File: config.mk
export PLATFORM = sky130hd
export DESIGN_NAME = wb_port_arbiter
export DESIGN_NICKNAME = d
export VERILOG_FILES = /design/src/rtl/wb_port_arbiter.sv
export SDC_FILE = /design/constraint.sdc
export NUM_CORES = 1
export LEC_CHECK = 0
export ABC_CLOCK_PERIOD_IN_PS = 1700
export BUFFER_PORTS_ARGS = -buffer_cell sky130_fd_sc_hd__buf_2
export CAP_MARGIN = 15
export CELL_PAD_IN_SITES_DETAIL_PLACEMENT = 2
export CELL_PAD_IN_SITES_GLOBAL_PLACEMENT = 2
export CORE_ASPECT_RATIO = 0.7
export CORE_MARGIN = 5
export CORE_UTILIZATION = 27
export DETAILED_ROUTE_END_ITERATION = 10
export PLACE_DENSITY = 0.81
export SYNTH_ARGS = -nofsm -noshare
export SYNTH_HDL_FRONTEND = slang
export SYNTH_SLANG_ARGS = --single-unit
File: constraint.sdc
create_clock -name clk -period 1.7 [get_ports clk]
set_input_delay 0.34 -clock clk [delete_from_list [all_inputs] [get_ports clk]]
set_output_delay 0.34 -clock clk [all_outputs]
set_load 0.01 [all_outputs]
File: src/rtl/wb_port_arbiter.sv
// Round-robin arbiter sharing the register-file write port between the ALU/load
// pipeline (source 0) and the mult/div unit (source 1), one held write per source.
module wb_port_arbiter #(
    parameter int unsigned DATA_W = 32,
    parameter int unsigned ADDR_W = 5,
    parameter int unsigned CNT_W  = 16
) (
    input  logic              clk,
    input  logic              rst,
    input  logic              req0_valid,
    output logic              req0_ready,
    input  logic [ADDR_W-1:0] req0_addr,
    input  logic [DATA_W-1:0] req0_data,
    input  logic              req1_valid,
    output logic              req1_ready,
    input  logic [ADDR_W-1:0] req1_addr,
    input  logic [DATA_W-1:0] req1_data,
    output logic              wr_en,
    output logic [ADDR_W-1:0] wr_addr,
    output logic [DATA_W-1:0] wr_data,
    output logic              sel,
    output logic [CNT_W-1:0]  conflict_cnt
);

    localparam logic [CNT_W-1:0] CNT_MAX = {CNT_W{1'b1}};

    logic              hold0_valid;
    logic [ADDR_W-1:0] hold0_addr;
    logic [DATA_W-1:0] hold0_data;
    logic              hold1_valid;
    logic [ADDR_W-1:0] hold1_addr;
    logic [DATA_W-1:0] hold1_data;
    logic              last_grant;
    logic              grant0;
    logic              grant1;
    logic              accept0;
    logic              accept1;

    // Grant from held entries only; on a tie the source that did not win last goes.
    always_comb begin
        grant0 = 1'b0;
        grant1 = 1'b0;
        if (hold0_valid && hold1_valid) begin
            grant0 = last_grant;
            grant1 = !last_grant;
        end else begin
            grant0 = hold0_valid;
            grant1 = hold1_valid;
        end
    end

    assign req0_ready = !rst && (!hold0_valid || grant0);
    assign req1_ready = !rst && (!hold1_valid || grant1);
    assign accept0    = req0_valid && req0_ready;
    assign accept1    = req1_valid && req1_ready;

    always_ff @(posedge clk) begin
        if (rst) begin
            hold0_valid  <= 1'b0;
            hold0_addr   <= '0;
            hold0_data   <= '0;
            hold1_valid  <= 1'b0;
            hold1_addr   <= '0;
            hold1_data   <= '0;
            last_grant   <= 1'b1;
            wr_en        <= 1'b0;
            wr_addr      <= '0;
            wr_data      <= '0;
            sel          <= 1'b0;
            conflict_cnt <= '0;
        end else begin
            // A granted entry drains; an accept on the same edge refills it.
            if (accept0) begin
                hold0_valid <= 1'b1;
                hold0_addr  <= req0_addr;
                hold0_data  <= req0_data;
            end else if (grant0) begin
                hold0_valid <= 1'b0;
            end

            if (accept1) begin
                hold1_valid <= 1'b1;
                hold1_addr  <= req1_addr;
                hold1_data  <= req1_data;
            end else if (grant1) begin
                hold1_valid <= 1'b0;
            end

            // Writes to register 0 are consumed but never strobed.
            if (grant0) begin
                wr_en      <= (hold0_addr != '0);
                wr_addr    <= hold0_addr;
                wr_data    <= hold0_data;
                sel        <= 1'b0;
                last_grant <= 1'b0;
            end else if (grant1) begin
                wr_en      <= (hold1_addr != '0);
                wr_addr    <= hold1_addr;
                wr_data    <= hold1_data;
                sel        <= 1'b1;
                last_grant <= 1'b1;
            end else begin
                wr_en      <= 1'b0;
            end

            if (hold0_valid && hold1_valid && (conflict_cnt != CNT_MAX)) begin
                conflict_cnt <= conflict_cnt + CNT_W'(1);
            end
        end
    end

endmodule

==> flow_summary.json <==
{
  "setup_viol": 1,
  "gr-usage-all-layers_pct": 17.9,
  "critical_path_class": "reg -> reg",
  "max-vdd-ir-drop_mv": 0.648,
  "grt_overflow": 0,
  "synth_area_leaders": "dfxtp_1, nand2_1, nand3_1",
  "port_buffers": 134,
  "grtUsageMet1_pct": 23.3,
  "die_area_mm2": 0.0221,
  "wl_per_cell_um": 18.7,
  "synthToLayoutAreaGrowth_pct": 35.2,
  "max_cap_viol_count": 0,
  "drive_above_1_share_pct": 29.5,
  "placed_area_mm2": 0.00637,
  "power_density_mw_per_mm2": 1080,
  "slew_viol_final": 0,
  "hold_violations": 0,
  "rsz0062_at_grt": "yes",
  "use_met3_pct": 4.34,
  "maxSlewHeadroom_pct": 68.4,
  "cts_tree": "built",
  "period_share_pct": 102,
  "finalPower_mw": 7.55,
  "core_mm2": 0.0189,
  "yosysTopAreaCellShare_pct": 50.9,
  "cp-startpoint": "conflict_cnt[4]$_SDFFE_PP0P_",
  "cts_root_buffer": "clkbuf_16",
  "critPathLaunchType": "flip-flop",
  "status": "complete, but fails checks",
  "die_h_um": 126,
  "worstMarginPinSlew_ps": 474,
  "worstRegToRegCells": 4,
  "firstDrtPassIters": 4,
  "syn_inst": 657,
  "detailed_place_hpwl_um": 13500,
  "stdcell_count": 1059,
  "synthTopCellsByCount": "nand2_1, dfxtp_1, nand3_1, nor2_1, clkbuf_1",
  "yosys_register_bits": 132,
  "clock_path_buffers": 2,
  "synthesis.nets": 736,
  "grt_pass1_wl_um": 31500,
  "fin_util_pct": 37.1,
  "clk_pin_slew_ps": 60,
  "fin_ws_ps": -30.4,
  "crit_path_max_fanout": 6,
  "cp_data_arrival_time_ps": 2080,
  "r2r_slack_ps": -30,
  "ios": 135,
  "dp_cells": 1025,
  "die_x_um": 176,
  "p_leak_nw": 3.05,
  "htree_num_levels": 4,
  "drtAntennaViolNets": 0,
  "violations": "setup timing",
  "ys_warn_count": 0,
  "reg2reg_to": "conflict_cnt[13]$_SDFFE_PP0P_",
  "numCtsBuffers": 17,
  "ys.flop_type": "dfxtp_1",
  "crit_end": "conflict_cnt[13]$_SDFFE_PP0P_",
  "fillerInstances": 2208,
  "stdcell_area_mm2": 0.00701,
  "vias": 5321,
  "grt_pass1_vias": 5794,
  "num_rows": 42,
  "routed_wl_um": 19800,
  "ys_seq_area_share_pct": 50.9,
  "place_ws_ps": -36.8,
  "hp-class": "in -> reg",
  "fin_crit_ps": 1730,
  "ys_types": 41,
  "async_flop_share_pct": 0,
  "avgViaCountPerCell": 5.02,
  "met2_usage_pct": 29.2,
  "initial_utilization_pct": 27.4,
  "drc": 0,
  "r2r-start": "conflict_cnt[4]$_SDFFE_PP0P_",
  "fin_skew_ps": 9.39,
  "synth_area_leader_cell": "dfxtp_1",
  "routabilityCongestion": 0.752,
  "synth_edf_count": 0,
  "clock_latency_ps": 420,
  "post-synth-top-count-cell": "nand2_1",
  "fmax_ghz": 0.578,
  "worstSetupEndpointType": "flip-flop",
  "clock-sinks": 132,
  "drtIter0Drc": 210,
  "antenna_found_initial": 3,
  "grt_max_degree": 44,
  "fin_nets": 885,
  "avgSynthCellArea_um2": 7.90,
  "holdWs_ps": 103,
  "grt_most_used_layer": "met2",
  "setup_tns_ps": -30.4,
  "critPathRequiredTime_ps": 2050,
  "synth_area_mm2": 0.00519
}
## routing by layer
metal  share of wire, %  vias to the layer above
li1                   -                     2575
met1                 46                     2607
met3                4.9                       25
met4                1.4                        4
met5               0.13                        -
met2                 47                      110
## power breakdown
group	internal [mW]	leakage (nW)	switching (mW)
Combinational	0.320	1.71	0.493
Sequential	3.31	1.09	0.128
Clock	1.99	0.251	1.31
Total	5.62	3.05	1.93
## how the worst min path moves through the flow
stage                                      startpoint                     endpoint  slack (ps)  cells past startpoint
after floorplan            hold1_data[0]$_SDFFE_PP0P_   hold1_data[0]$_SDFFE_PP0P_         430                      2
after CTS                               req1_data[14]  hold1_data[14]$_SDFFE_PP0P_          90                      3
after global placement    hold1_data[11]$_SDFFE_PP0P_  hold1_data[11]$_SDFFE_PP0P_         440                      2
after detailed placement  hold1_data[21]$_SDFFE_PP0P_  hold1_data[21]$_SDFFE_PP0P_         450                      2
final                                   req1_data[14]  hold1_data[14]$_SDFFE_PP0P_         100                      3
after global routing                    req1_data[20]  hold1_data[20]$_SDFFE_PP0P_         100                      3
## logic make-up (layout without fill, tap and decap cells)
group,count (synthesis),after routing,synth area share (%)
buf+inv,56,215,4.12
other cells,0,1,0
flops,132,132,50.9
compound gates,103,103,13.6
fa+ha+maj,1,1,0.241
mux,2,2,0.410
simple gates,363,363,30.6
## critical path: stages, from the launching register on
cell	delay, ps
dfxtp_1	420
nand3_1	150
or4b_4	550
or4_4	430
a21oi_2	130
## layout by cell type (no fill, tap or decap), types with 2 or more instances in the layout
master / netlist / routed
o31ai_1: 4 / 3
buf_6: 0 / 4
o311ai_0: 2 / 2
o41ai_1: 3 / 3
dfxtp_4: 0 / 2
nor2b_1: 3 / 3
a311oi_1: 37 / 37
clkbuf_8: 0 / 4
a21oi_1: 10 / 9
dfxtp_2: 0 / 9
buf_12: 0 / 4
clkbuf_16: 0 / 17
buf_2: 3 / 133
nor2_1: 47 / 46
o21ai_0: 39 / 39
a31oi_1: 3 / 2
nand3_1: 82 / 81
clkinvlp_4: 0 / 2
inv_1: 2 / 2
nand2_2: 0 / 3
dfxtp_1: 132 / 121
or3_1: 4 / 4
nand2_1: 196 / 193
and4_1: 3 / 2
or4_1: 5 / 4
nor3_1: 8 / 8
buf_4: 0 / 42
clkbuf_1: 42 / 4
clkinv_2: 0 / 2
## final cells by class
type                    count  area, µm²  share of cell area [%]
repair buffers            183       1110                    15.8
diodes                      1       2.50                  0.0357
clock inverters             4       25.0                   0.357
clock buffers              25        495                    7.06
multi-input cells         469       2410                    34.4
well taps                 242        303                    4.32
flip-flops and latches    132       2660                    37.9
inverters                   3       11.3                   0.161
## timing repair
action / CTS / global route
setup endpoints to repair: 4 / 16
gates resized for setup: 9 / 15
setup buffers: 3 / 1
hold buffers: 0 / 0
pin swaps: 2 / 2
## registers in the layout, indices dropped and copies added (netlist names)
name,flops
conflict_cnt,16
hold0_addr,5
hold0_data,32
hold0_valid,1
hold1_addr,5
hold1_data,32
hold1_valid,1
last_grant,1
sel,1
wr_addr,5
wr_data,32
wr_en,1
Note: power is estimated with default switching activity, not from simulation.
